### src/rtl/delay_line_flow_ctrl_pkg.sv
// delay_line_flow_ctrl_pkg: shared state encoding and occupancy width helper
package delay_line_flow_ctrl_pkg;
  typedef enum logic [1:0] {
    RUN   = 2'd0,
    FLUSH = 2'd1,
    DONE  = 2'd2
  } state_t;
  function automatic int occ_w(input int depth);
    return $clog2(depth + 1);
  endfunction
endpackage

### src/rtl/delay_line_flow_ctrl_delay_line.sv
// delay_line: clock-enabled DELAY-stage data shift register without reset
module delay_line #(
  parameter int N     = 9,
  parameter int DELAY = 2
) (
  input  logic         clk,
  input  logic         ce,
  input  logic [N-1:0] idata,
  output logic [N-1:0] odata
);
  logic [DELAY*N-1:0] sr_q, sr_d;
  always_comb begin
    sr_d  = ce ? (DELAY*N)'({sr_q, idata}) : sr_q;
    odata = sr_q[DELAY*N-1 -: N];
  end
  always_ff @(posedge clk) begin
    sr_q <= sr_d;
  end
endmodule

### src/rtl/delay_line_flow_ctrl.sv
// delay_line_flow_ctrl: valid/ready flow control and flush sequencing around a delay line
module delay_line_flow_ctrl
  import delay_line_flow_ctrl_pkg::*;
#(
  parameter int N     = 9,
  parameter int DELAY = 2
) (
  input  logic                       clk,
  input  logic                       rst,
  input  logic                       en,
  input  logic                       in_valid,
  output logic                       in_ready,
  input  logic [N-1:0]               idata,
  output logic                       out_valid,
  input  logic                       out_ready,
  output logic [N-1:0]               odata,
  input  logic                       flush,
  output logic                       flush_done,
  output logic                       busy,
  output logic [occ_w(DELAY)-1:0]    occupancy
);
  localparam int OW = occ_w(DELAY);
  logic [DELAY-1:0] v_q, v_d;
  logic [OW-1:0] occ_q, occ_d;
  state_t state_q, state_d;
  logic ce, in_fire, out_fire;
  always_comb begin
    out_valid  = v_q[DELAY-1];
    ce         = en && (!out_valid || out_ready);
    in_ready   = ce && (state_q == RUN);
    in_fire    = in_valid && in_ready;
    out_fire   = out_valid && out_ready && en;
    v_d        = ce ? DELAY'({v_q, in_fire}) : v_q;
    occ_d      = occ_q + OW'(in_fire) - OW'(out_fire);
    state_d    = (state_q == RUN && en && flush)     ? FLUSH :
                 (state_q == FLUSH && occ_q == '0)   ? DONE  :
                 (state_q == DONE && en)             ? RUN   : state_q;
    flush_done = state_q == DONE;
    busy       = (occ_q != '0) || (state_q != RUN);
    occupancy  = occ_q;
  end
  always_ff @(posedge clk) begin
    if (rst) begin
      v_q     <= '0;
      occ_q   <= '0;
      state_q <= RUN;
    end else begin
      v_q     <= v_d;
      occ_q   <= occ_d;
      state_q <= state_d;
    end
  end
  delay_line #(.N(N), .DELAY(DELAY)) u_delay_line (
    .clk   (clk),
    .ce    (ce),
    .idata (idata),
    .odata (odata)
  );
endmodule

### config.mk
export PLATFORM = sky130hd
export DESIGN_NAME = delay_line_flow_ctrl
export DESIGN_NICKNAME = d
export VERILOG_FILES = /design/src/rtl/delay_line_flow_ctrl_pkg.sv /design/src/rtl/delay_line_flow_ctrl_delay_line.sv /design/src/rtl/delay_line_flow_ctrl.sv
export SDC_FILE = /design/constraint.sdc
export NUM_CORES = 1
export LEC_CHECK = 0
export CORE_UTILIZATION = 39
export DETAILED_ROUTE_END_ITERATION = 6
export GPL_TIMING_DRIVEN = 0
export PLACE_DENSITY = 0.8
export SLEW_MARGIN = 40
export SYNTH_ARGS = -nofsm -noshare
export SYNTH_HDL_FRONTEND = slang
export SYNTH_SLANG_ARGS = --single-unit
### constraint.sdc
create_clock -name clk -period 5.6 [get_ports clk]
set_clock_uncertainty 0.15 [all_clocks]
set_input_delay 0.56 -clock clk [delete_from_list [all_inputs] [get_ports clk]]
set_output_delay 0.56 -clock clk [all_outputs]
set_load 0.02 [all_outputs]
Word-level counts from Yosys, hierarchy flattened
Index checks and enable logic that the tools add are counted.

Add/subtract/negate cells: 2. Eq/ne operators: 2. Mux-type cells: 3. Reductions and logical operators: 19.

Operators by type and width (number): 1-bit logical AND (9); 2-bit nonzero test (3); 2-bit zero test (2); 2-bit 2-to-1 mux (2); 3-bit nonzero test (1); 2-bit by 1-bit adder with 2-bit output (1); 2-bit by 1-bit == test with 1-bit output, second input constant (1); 2-bit == test, second input constant (1); 1-bit logical OR (2); 2-bit OR reduction (1); 2-bit by 1-bit subtractor with 2-bit output (1); 1-bit zero test (1); 1-bit 2-to-1 mux (1).

Register bits: 24. Input bits: 15. Output and inout port bits: 15. Logic and storage cells: 31.

Longest topological paths before layout
Gate-level depths: netlist of run 1.

Depth in word-level cells: 7. Depth in mapped cells: 8. Mapped depth without buffers: 8.

Cells and area by module
Synthesis of run 1 repeated with hierarchy kept, for this count alone.

Cells, all modules: 61. Area total of the unflattened synthesis: 907.1 um^2.

By module, submodules not included: delay_line (times used 1, cells each 27, area an instance 608.1 um^2, seq. area each 540.5 um^2); delay_line_flow_ctrl (times used 1, cells each 34, area an instance 299.0 um^2, seq. area each 120.1 um^2).

Worst setup path after synthesis of run 1
No wires, ideal clock.

Path type: input-to-output. Start: input en. End: output in_ready. Data arrival time: 1.293 ns. Data required time: 4.890 ns. Setup slack: 3.597 ns. Cell stages on the path: 2. Path buffers: 0. Cell sequence: inv_1 > nor4_1.

Cells in the longest elaborated chain, start to end: 2.

RTL lines: start, declared (RTL line delay_line_flow_ctrl.sv:10) `input logic en,`; 1-bit logical AND (RTL line delay_line_flow_ctrl.sv:29) `ce = en && (!out_valid || out_ready);`; 1-bit logical AND (RTL line delay_line_flow_ctrl.sv:30) `in_ready = ce && (state_q == RUN);`; end, declared (RTL line delay_line_flow_ctrl.sv:12) `output logic in_ready,`.

Every way passes these cells.

Final worst setup path of run 1
Ends and elaborated chain as after synthesis.

==> flow_summary.ini, run 1 <==
[outcome]
status = completed

[floorplan]
initial_utilization_pct = 41.01
std_cell_rows = 17
dieArea_mm2 = 0.002523
core_area_mm2 = 0.002212
die_width_um = 50.23
die_h_um = 50.23
ios = 30

[power_and_ir_drop]
power_per_cell_area_mw_per_mm2 = 264.9
cellLeakagePower_nw = 0.4860
vdd_drop_max_mv = 0.1324

[final_layout]
multi_input_area_um2 = 175.2
layout.nets = 112
num-fill-cells = 196
num_antenna_cells = 0
drive_above_1_share_pct = 17.02
stdcell_count = 122
register_area_um2 = 660.6
fin_util_pct = 57.24
area_growth_pct = 39.59

[synthesis]
yosysMostFrequentCell = edfxtp_1
synth_area_um2 = 907.1
synthesis.nets = 78
netlist_top_cells_area = edfxtp_1, dfxtp_1, buf_4, ha_1, nor2_1
synth-edff-count = 18
ys.flop_type = edfxtp_1
yosysTopAreaCell = edfxtp_1
ys_ff_latch = 24
ys_types = 19
synth_top_area_share_pct = 59.59
yosysSeqAreaShare_pct = 72.83
avgSynthCellArea_um2 = 14.87
yosys_warnings = 0
synth_common_cells = edfxtp_1, buf_4, dfxtp_1, nor2_1
async_flop_share_pct = 0
syn-instance-count = 61

[cts]
cts-resized-gates = 0
htreeDepth = 1
cts.path.max_buffers = 2
cts_made_buffers = 3
postCtsSetupBuffers = 0
clkLatencyLatePin_ns = 0.29
cts_hold_repair.buffers = 0
cts_tree = yes
clkTransAtPathRegs_ns = 0.11
cts_sinks = 24
cts_root_buf = clkbuf_4

[sta]
finalCriticalPeriod_ns = 2.923
hold_viol_final = 0
relSlewSlack_pct = 68.44
tns_ns = 0
fmax_ghz = 0.3422
drv_slew = 0
setup_viol = 0
fin_ws_ns = 2.677
period_share_pct = 52.19
grt_setup_unrepaired = no
worst_slew_pin_slew_ns = 0.4723

[setup_path]
critPathKind = in -> out
cp-start-kind = primary input
slowest_stage = clkdlybuf4s50_1
path_cells = clkdlybuf4s50_1 > inv_1 > nor4_1 > clkdlybuf4s50_1
cp.required_ns = 4.89
crit_buf_inv = 3
slowest_delay_ns = 0.66
arrival_ns = 2.21
path_max_fanout = 6
crit_path_end_kind = primary output
crit_family = buffers and inverters
worst_path_most_repeated_cell = clkdlybuf4s50_1

[detailed_routing]
wl_per_cell_um = 10.92
final_antenna_net_count = 0
via_per_inst = 4.418
drc = 0
drt_iter0_drc = 3
wl_um = 1332
routed-via-count = 539
dr.pass1.iters = 4

[global_route]
grt_pass1_vias = 516
grt_max_degree = 19
grt_pass1_wl_um = 2090
antenna_found_initial = 0
grt_usage_pct = 11.60
overflow = 0

[placed_design]
routabilityCongestion = 0.7757
hpwl_um = 1032
place_inst = 118
numPortBuffers = 29
pre_cts_ws_ns = 2.721

[worst_hold_path]
hold_class = reg -> reg

[flow_run]
drv_cap = 0
metal layers:
metal  global-route usage [%]  vias to the layer above  wire (um)
met5                        0                        -          0
met4                    5.714                        0          0
met1                    11.53                      242        533
met2                    21.78                       23        712
met3                    3.030                        0         86
li1                         -                      274          -
area by class of cell:
class                   count  share of cell area, %
clock buffers               3                  1.779
multi-input cells          25                  13.83
plain buffers               9                  5.336
flip-flops and latches     24                  52.17
well taps                  28                  2.767
clock inverters             1                 0.2964
repair buffers             29                  22.92
inverters                   3                 0.8893
state kept, by name, indices dropped and copies added, names as in the netlist:
signal / count
u_delay_line.sr_q: 18
occupancy: 2
state_q: 2
v_q: 2
power by group:
group / switching (mW) / total, mW / internal, mW / leakage, nW
clock: 0.0434 / 0.0693 / 0.0259 / 0.0154
sequential: 0.00508 / 0.208 / 0.203 / 0.225
combinational: 0.0260 / 0.0578 / 0.0318 / 0.246
path summary, 6_finish.rpt:
path,startpoint,endpoint,slack [ns],cells after the start
min reg2reg,u_delay_line.sr_q[8],u_delay_line.sr_q[17],0.28,0
max reg2reg,v_q[1],occupancy[1],3.77,8
max,en,in_ready,2.68,4
min,u_delay_line.sr_q[8],u_delay_line.sr_q[17],0.28,0
cells by family (layout without fill, tap and decap cells):
group	Yosys count	count (layout)	share of synthesized area, %
simple gates	14	14	9.104
fa+ha+maj	2	2	2.758
xor+xnor	2	2	1.931
buf+inv	12	45	8.689
compound gates	7	7	4.691
flops	24	24	72.83
worst register-to-register path: cells and delay by family, from the launching register on:
| kind | cells | cell delay, ns |
|---|---|---|
| XOR/XNOR | 2 | 0.30 |
| adder cells (fa/ha/maj) | 2 | 0.45 |
| buffers and inverters | 1 | 0.06 |
| flip-flops | 1 | 0.35 |
| AND/OR/NAND/NOR | 3 | 0.42 |
placed cells by master (no fill, tap or decap), types with 2 or more instances in the layout:
cell and n:
ha_1 2, a21oi_1 2, clkbuf_4 3, edfxtp_1 18
buf_4 9, clkdlybuf4s50_1 29, nand2_1 3, nor2_1 5
dfxtp_1 6, inv_1 3, o21ai_0 2
stage by stage:
stage / power, mW / instance area (um^2) / hold WS (ns)
6_report: 0.3354 / 1266 / 0.2818
4_1_cts: 0.3409 / 1261 / 0.2844
2_1_floorplan: 0.2393 / 907.1 / 0.2503
5_1_grt: 0.3524 / 1266 / 0.2925
3_5_place_dp: 0.2704 / 1235 / 0.2545
3_3_place_gp: 0.2683 / 1232 / 0.2515
(Power assumes the default switching activity.)
==> run 2, diff against run 1 <==
Settings changed: PLACE_DENSITY 0.8 to 0.83.
Clock period 5.6 ns to 2.5 ns, I/O delays scaled along.
==> run 2 against run 1 <==
Register-to-register slack got worse by 3.1 ns. Routed wire length increased by 6.4%. Largest power group unchanged. Clock power is 140% higher. Via count is 2.6% higher.
==> flow_summary.ini, run 2 (synthesis gave the netlist of run 1 again) <==
[outcome]
status = completed

[worst_hold_path]
hold_class = reg -> reg

[cts]
cts-resized-gates = 0
cts_root_buf = clkbuf_4
htreeDepth = 1
cts_made_buffers = 3
cts_tree = yes
clkLatencyLatePin_ns = 0.30
cts_hold_repair.buffers = 0
cts_sinks = 24
postCtsSetupBuffers = 0
clkTransAtPathRegs_ns = 0.11
cts.path.max_buffers = 2

[setup_path]
slowest_stage = clkdlybuf4s50_1
crit_family = buffers and inverters
worst_path_most_repeated_cell = clkdlybuf4s50_1
cp-start-kind = primary input
cp.required_ns = 2.10
arrival_ns = 2.01
critPathKind = in -> out
crit_buf_inv = 3
path_cells = clkdlybuf4s50_1 > inv_1 > nor4_1 > clkdlybuf4s50_1
path_max_fanout = 6
slowest_delay_ns = 0.68
crit_path_end_kind = primary output

[power_and_ir_drop]
p_int_uw = 584.6
sequentialPowerShare_pct = 61.4
total_power_uw = 759.8
switchingPower_uw = 175.2
vdd_drop_max_mv = 0.2999
clkPwrFrac_pct = 21.5
sw_frac_of_total_pct = 23.06
cellLeakagePower_nw = 0.4860
power_per_cell_area_mw_per_mm2 = 600.0
pwr-share-comb_pct = 17.1

[placed_design]
post_dp_cell_area_mm2 = 0.001235
pre_cts_ws_ns = 0.1945
place_inst = 118
hpwl_um = 1028
routabilityCongestion = 0.6982
numPortBuffers = 29

[global_route]
overflow = 0
grt_max_degree = 19
antenna_found_initial = 0
grt_pass1_wl_um = 2290
grt_usage_pct = 12.17
grt_pass1_vias = 564

[sta]
fin_ws_ns = 0.09308
fmax_ghz = 0.4155
setup_viol = 0
finalCriticalPeriod_ns = 2.407
drv_slew = 0
period_share_pct = 96.28
grt_setup_unrepaired = no
worst_slew_pin_slew_ns = 0.4895
tns_ns = 0
relSlewSlack_pct = 67.29
hold_viol_final = 0

[floorplan]
dieArea_mm2 = 0.002523
die_width_um = 50.23
core_area_mm2 = 0.002212
initial_utilization_pct = 41.01
die_h_um = 50.23
std_cell_rows = 17
ios = 30

[detailed_routing]
via_per_inst = 4.533
dr.pass1.iters = 4
drt_iter0_drc = 12
routed-via-count = 553
final_antenna_net_count = 0
drc = 0
wl_um = 1417
wl_per_cell_um = 11.61

[final_layout]
drive_above_1_share_pct = 17.02
final_common_cell = clkdlybuf4s50_1
largest_register_ffs = 18
layout.nets = 112
final_cell_mix = clkdlybuf4s50_1, edfxtp_1, buf_4
stdcell_count = 122
fin_area_mm2 = 0.001266
area_growth_pct = 39.59
num_antenna_cells = 0
regMostFlops = u_delay_line.sr_q

[flow_run]
drv_cap = 0
-- run 2: cell counts in the layout (fill, tap and decap cells not counted) --
No cell type changed its count.
-- run 2: power groups by stage --
stage / clock (mW) / combinational (mW) / sequential [mW]
3_3_place_gp: 0 / 0.126 / 0.474
3_5_place_dp: 0 / 0.129 / 0.476
5_1_grt: 0.181 / 0.140 / 0.470
6_report: 0.163 / 0.130 / 0.467
4_1_cts: 0.166 / 0.130 / 0.467
2_1_floorplan: 0 / 0.0592 / 0.477
-- run 2: final cells by class --
type / count / area, um^2
flip-flops and latches: 24 / 660.6
repair buffers: 29 / 290.3
clock inverters: 1 / 3.754
multi-input cells: 25 / 175.2
well taps: 28 / 35.03
fillers: 201 / 945.9
clock buffers: 3 / 22.52
plain buffers: 9 / 67.56
inverters: 3 / 11.26
-- run 2: routing by layer --
layer	GRT usage [%]	part of all wire [%]	vias up
li1	-	-	276
met1	13.89	43	254
met2	22.44	52	23
met3	3.030	5.6	0
met4	2.857	0	0
met5	0	0	-
-- run 2: path summary, 6_finish.rpt --
| path | startpoint | end | slack, ns | cells after the start |
|---|---|---|---|---|
| hold / removal | u_delay_line.sr_q[7] | u_delay_line.sr_q[16] | 0.28 | 0 |
| hold reg to reg | u_delay_line.sr_q[7] | u_delay_line.sr_q[16] | 0.28 | 0 |
| setup reg to reg | state_q[0] | occupancy[1] | 0.65 | 8 |
| setup / recovery | en | in_ready | 0.09 | 4 |
-- run 2: stage by stage --
step	util, %	hold slack [ns]
2_1_floorplan	-	0.1691
3_3_place_gp	55.71	0.2525
3_5_place_dp	55.83	0.2545
4_1_cts	57.01	0.2827
5_1_grt	57.24	0.2965
6_report	57.24	0.2810
==> variant 1 (settings of run 2) <==
`N` is set to 9 in 2 places; all go to 10.
--- a/src/rtl/delay_line_flow_ctrl_delay_line.sv
+++ b/src/rtl/delay_line_flow_ctrl_delay_line.sv
@@ -1,6 +1,6 @@
 // delay_line: clock-enabled DELAY-stage data shift register without reset
 module delay_line #(
-  parameter int N     = 9,
+  parameter int N     = 10,
   parameter int DELAY = 2
 ) (
   input  logic         clk,
--- a/src/rtl/delay_line_flow_ctrl.sv
+++ b/src/rtl/delay_line_flow_ctrl.sv
@@ -2,7 +2,7 @@
 module delay_line_flow_ctrl
   import delay_line_flow_ctrl_pkg::*;
 #(
-  parameter int N     = 9,
+  parameter int N     = 10,
   parameter int DELAY = 2
 ) (
   input  logic                       clk,
Ports: changed (resized idata and odata); port bits go from 30 to 32. No check against the original RTL was run, so the function may have changed too.
==> variant 1 against run 2 <==
  * Critical path depth unchanged
  * Combinational power up 4%
  * Highest routed layer unchanged
  * Sequential cell count up 2
  * Wire length up 5.3%
  * First-iteration DRC count down 83%
  * Total power up 6.7%
  * Final area up 6.9%
  * Setup slack better by 130 ps
  * Synthesized area up 7.4%
==> variant 1: results (changes against run 2) <==
- The wire length of the first global-routing pass was 2420 µm (+5.5%).
- Register with the highest flop count: u_delay_line.sr_q
* Largest net degree at the start of global routing: 21 (+2)
- Cell types with the highest counts after synthesis: 20 x sky130_fd_sc_hd__edfxtp_1, 10 x sky130_fd_sc_hd__buf_4, 6 x sky130_fd_sc_hd__dfxtp_1, 6 x sky130_fd_sc_hd__nor2_1
- The later-pin clock latency in the skew report is 300 ps (about the same).
- Final net count: 118 (+5.4%)
- Biggest cell delay along the critical path: 660 ps (-20 ps)
- Fraction of power spent switching nets: 22.6% (-0.50 points)
- The power density over cell area is 599 nW/µm² (-0.20%).
- The number of violations reported at the end of detailed-routing iteration 0 is 2 (-10).
* Leak Pwr: 0.000518 µW (+6.6%)
- The number of gates resized after CTS came to 0 (unchanged).
* Fraction of the yosys area taken by sequential cells: 73.9% (+1.1 points)
- The slowest stage of the critical path belongs to the cell sky130_fd_sc_hd__clkdlybuf4s50_1.
* Instance area after placement: 1320 µm² (+7.1%)
* Total via count after detailed routing: 579 (+4.7%)
* Final standard cell count with taps included and fillers excluded: 127 (+4.1%)
* Via count of the first global-routing pass: 565 (+0.18%)
- Maximum root-to-sink buffer count: 2 (unchanged)
- The share of cells above drive strength 1 came to 17.2% (+0.15 points).
* Post-placement setup slack: 252 ps (+57.3 ps)
* Count of synthesis-stage warnings from yosys: 0 (unchanged)
- Share of flip-flops with an asynchronous set or reset after synthesis: 0% (unchanged)
* Outcome: finished, final reports clean
* Clk root buf: sky130_fd_sc_hd__clkbuf_4
- The number of buffers inserted by port buffering came to 31 (+6.9%).
- The initial antenna violation count came to 0 (unchanged).
* Number of diodes: 0 (unchanged)
- The number of search-and-repair iterations in the first detailed-routing pass is 2 (-2).
- The flip-flop count of the largest register, all copies and words added is 20 (+2).
* Count of flip-flops with a built-in enable after synthesis: 20 (+2)
- The setup fix buffers added after clock tree synthesis was 0 (unchanged).
- Gr usage total: 12.8% (+0.59 points)
- In the synthesized netlist the dominant register cell turns out to be sky130_fd_sc_hd__edfxtp_1.
* Worst Path Max Fanout: 6 (unchanged)
- The distinct cell type count of the synthesized netlist was 19 (unchanged).
* GP Congestion: 0.688 (-1.5%)
- H-tree level count: 1 (unchanged)
- The worst vdd rail ir drop was 0.354 mV (+18%).
- Half-perimeter wire length of the detailed placement result: 1140 µm (+11%)
* Average wire per cell in the routed design: 11.7 µm (+1.1%)
- The tightest min-delay check is of the register to register type.
- Broken down by cell family, the worst path's largest delay share belongs to buffers and inverters.
- After clock tree synthesis, the clock-pin slew on the worst setup and hold paths is around 120 ps.
* Transition time of the tightest slew-check pin: 517 ps (+27.1 ps)
- The arrival time of the worst setup path came to 1880 ps (-130 ps).
- Ranked by total cell area, the synthesized netlist is headed by sky130_fd_sc_hd__edfxtp_1 62%, sky130_fd_sc_hd__dfxtp_1 12%, sky130_fd_sc_hd__buf_4 7.7%.
- The post-synthesis area per instance came to 15.2 µm² (+2.4%).
- The clock buffer count from CTS is 3 (unchanged).
- The total nets after synthesis was 82 (+5.1%).
variant 1: cell count changes after synthesis, sizes merged:
cell and change:
edfxtp +2, buf +1
variant 1: final cells by class:
| class | count | area [µm²] |
|---|---|---|
| plain buffers | 10 | 75.1 |
| clock buffers | 3 | 22.5 |
| clock inverters | 1 | 3.75 |
| fillers | 190 | 922 |
| inverters | 3 | 11.3 |
| multi-input cells | 25 | 175 |
| flip-flops and latches | 26 | 721 |
| well taps | 28 | 35.0 |
| repair buffers | 31 | 310 |
variant 1: layer usage:
layer  wire (µm)  part of all wire, %  global-route usage (%)
met1         610                   41                    13.7
met2         811                   54                    23.5
met3          70                  4.7                    2.92
met4           0                    0                    5.41
met5           0                    0                       0
variant 1: worst paths after layout:
kind	start	to	slack, ps	cells past startpoint
min	u_delay_line.sr_q[6]$_DFFE_PP_	u_delay_line.sr_q[16]$_DFFE_PP_	290	0
min reg2reg	u_delay_line.sr_q[6]$_DFFE_PP_	u_delay_line.sr_q[16]$_DFFE_PP_	290	0
max reg2reg	v_q[1]$_SDFFE_PP0P_	occupancy[1]$_SDFF_PP0_	660	8
max	en	in_ready	220	4
variant 1: power by group through the flow:
stage / Clock, µW / Sequential, µW / Combinational, µW
2_1_floorplan: 0 / 517 / 62.2
3_3_place_gp: 0 / 514 / 133
3_5_place_dp: 0 / 517 / 135
4_1_cts: 174 / 508 / 136
5_1_grt: 192 / 510 / 146
6_report: 169 / 507 / 135
variant 1: logic make-up after synthesis:
kind of cell | Yosys count | share of synthesized area (%)
flops | 26 | 73.9
simple gates | 14 | 8.47
buf+inv | 13 | 8.86
compound gates | 7 | 4.37
xor+xnor | 2 | 1.80
fa+ha+maj | 2 | 2.57
==> variant 2 (flow settings as in run 2) <==
Made on the original files. The 3 states of `state_t` get a one-hot encoding in 3 bits.
--- a/src/rtl/delay_line_flow_ctrl_pkg.sv
+++ b/src/rtl/delay_line_flow_ctrl_pkg.sv
@@ -1,9 +1,9 @@
 // delay_line_flow_ctrl_pkg: shared state encoding and occupancy width helper
 package delay_line_flow_ctrl_pkg;
-  typedef enum logic [1:0] {
-    RUN   = 2'd0,
-    FLUSH = 2'd1,
-    DONE  = 2'd2
+  typedef enum logic [2:0] {
+    RUN   = 3'b001,
+    FLUSH = 3'b010,
+    DONE  = 3'b100
   } state_t;
   function automatic int occ_w(input int depth);
     return $clog2(depth + 1);
Function: no difference found for any inputs over 10 cycles, from zero or initial values and one cycle with rst high; not proved beyond that.
==> variant 2 against run 2 <==
  * Wire length up 2.0%
  * Register-to-register slack worse by 90 ps
  * Sequential cell count up 1
  * Synthesized area up 6.3%
  * Final area up 4.0%
  * Maximum frequency up 2.2%
  * Critical path depth down 1
  * Total power up 1.7%
  * Largest power group unchanged
  * Sequential share of layout area down 0.46 points
  * Setup slack better by 52 ps
==> variant 2: results (changes against run 2) <==
- The flow ran to the end, and the final reports show no timing, DRC or antenna violations.
* Combinational share of power: 16.1% (-1.0 points)
- The adder and majority cell fraction of the synthesized area was 2.59% (-0.16 points).
- Post-placement setup slack: 108 ps (-87.0 ps)
- The largest fanout on the critical path is 7 (+1).
- Final standard cell utilization of the core: 57.8% (+0.59 points)
- The clock tree buffer count of the final layout came to 4 (+1).
- The share of the synthesized netlist area taken by xor and xnor gates was 0.908% (-1.0 points).
- Biggest cell delay along the critical path: 560 ps (-120 ps)
- In this run the most critical hold path is launched from u_delay_line.sr_q[8]$_DFFE_PN_.
* Fraction of the yosys area taken by sequential cells: 70.6% (-2.3 points)
- The combined global-route utilization of all metal layers came to 11.7% (-0.46 points).
- The fill cell instance count of the final layout was 186 (-7.5%).
- The count of state elements after synthesis was 25 (+4.2%).
* Post-Synthesis Cells: 66 (+8.2%)
- The slack of the worst reg-to-reg path is 560 ps (-90 ps).
- Instance area after placement: 1290 µm² (+4.5%)
- Sequential share of cell area: 51.7% (-0.46 points)
- In this design, the largest share of critical-path delay is due to simple AND/OR/NAND/NOR gates.
* Final routed wirelength across all metal layers: 1450 µm (+2.0%)
* Cell types with the highest counts after synthesis: 18 x sky130_fd_sc_hd__edfxtp_1, 9 x sky130_fd_sc_hd__buf_4, 7 x sky130_fd_sc_hd__dfxtp_1
- The filler-free cell count of the finished design came to 127 (+4.1%).
- Share of cells above drive strength 1: 16.2% (-0.86 points)
- The worst vdd rail ir drop is 0.336 mV (+12%).
* Arr. time, crit path: 1950 ps (-60 ps)
* Crit path capture: busy
- FF+latch area: 681 µm² (+3.0%)
- The vias after detailed routing was 605 (+9.4%).
- Proportion of cell area occupied by multi-input gates: 15.9% (+2.0 points)
[variant 2: changes by cell type after synthesis, sizes merged, moves of 2 or more]
cell   delta
nor2      -4
and2      +2
and2b     +2
nor3      +2
[variant 2: worst reg2reg max path, stage by stage, from the launching register on]
cell and delay (ps):
sky130_fd_sc_hd__dfxtp_1 450, sky130_fd_sc_hd__and2b_2 200, sky130_fd_sc_hd__nand4_1 140, sky130_fd_sc_hd__ha_1 310, sky130_fd_sc_hd__inv_1 40, sky130_fd_sc_hd__ha_1 180, sky130_fd_sc_hd__xor2_1 150, sky130_fd_sc_hd__and2_1 150
sky130_fd_sc_hd__nor3_1 120
[variant 2: per-layer routing]
metal / track usage (%) / up-vias / wire length [µm] / share of wire, %
met3: 2.63 / 0 / 112 / 7.7
met1: 11.5 / 272 / 603 / 42
met5: 0 / - / 0 / 0
met2: 23.4 / 30 / 730 / 50
li1: - / 303 / - / -
met4: 4.05 / 0 / 0 / 0
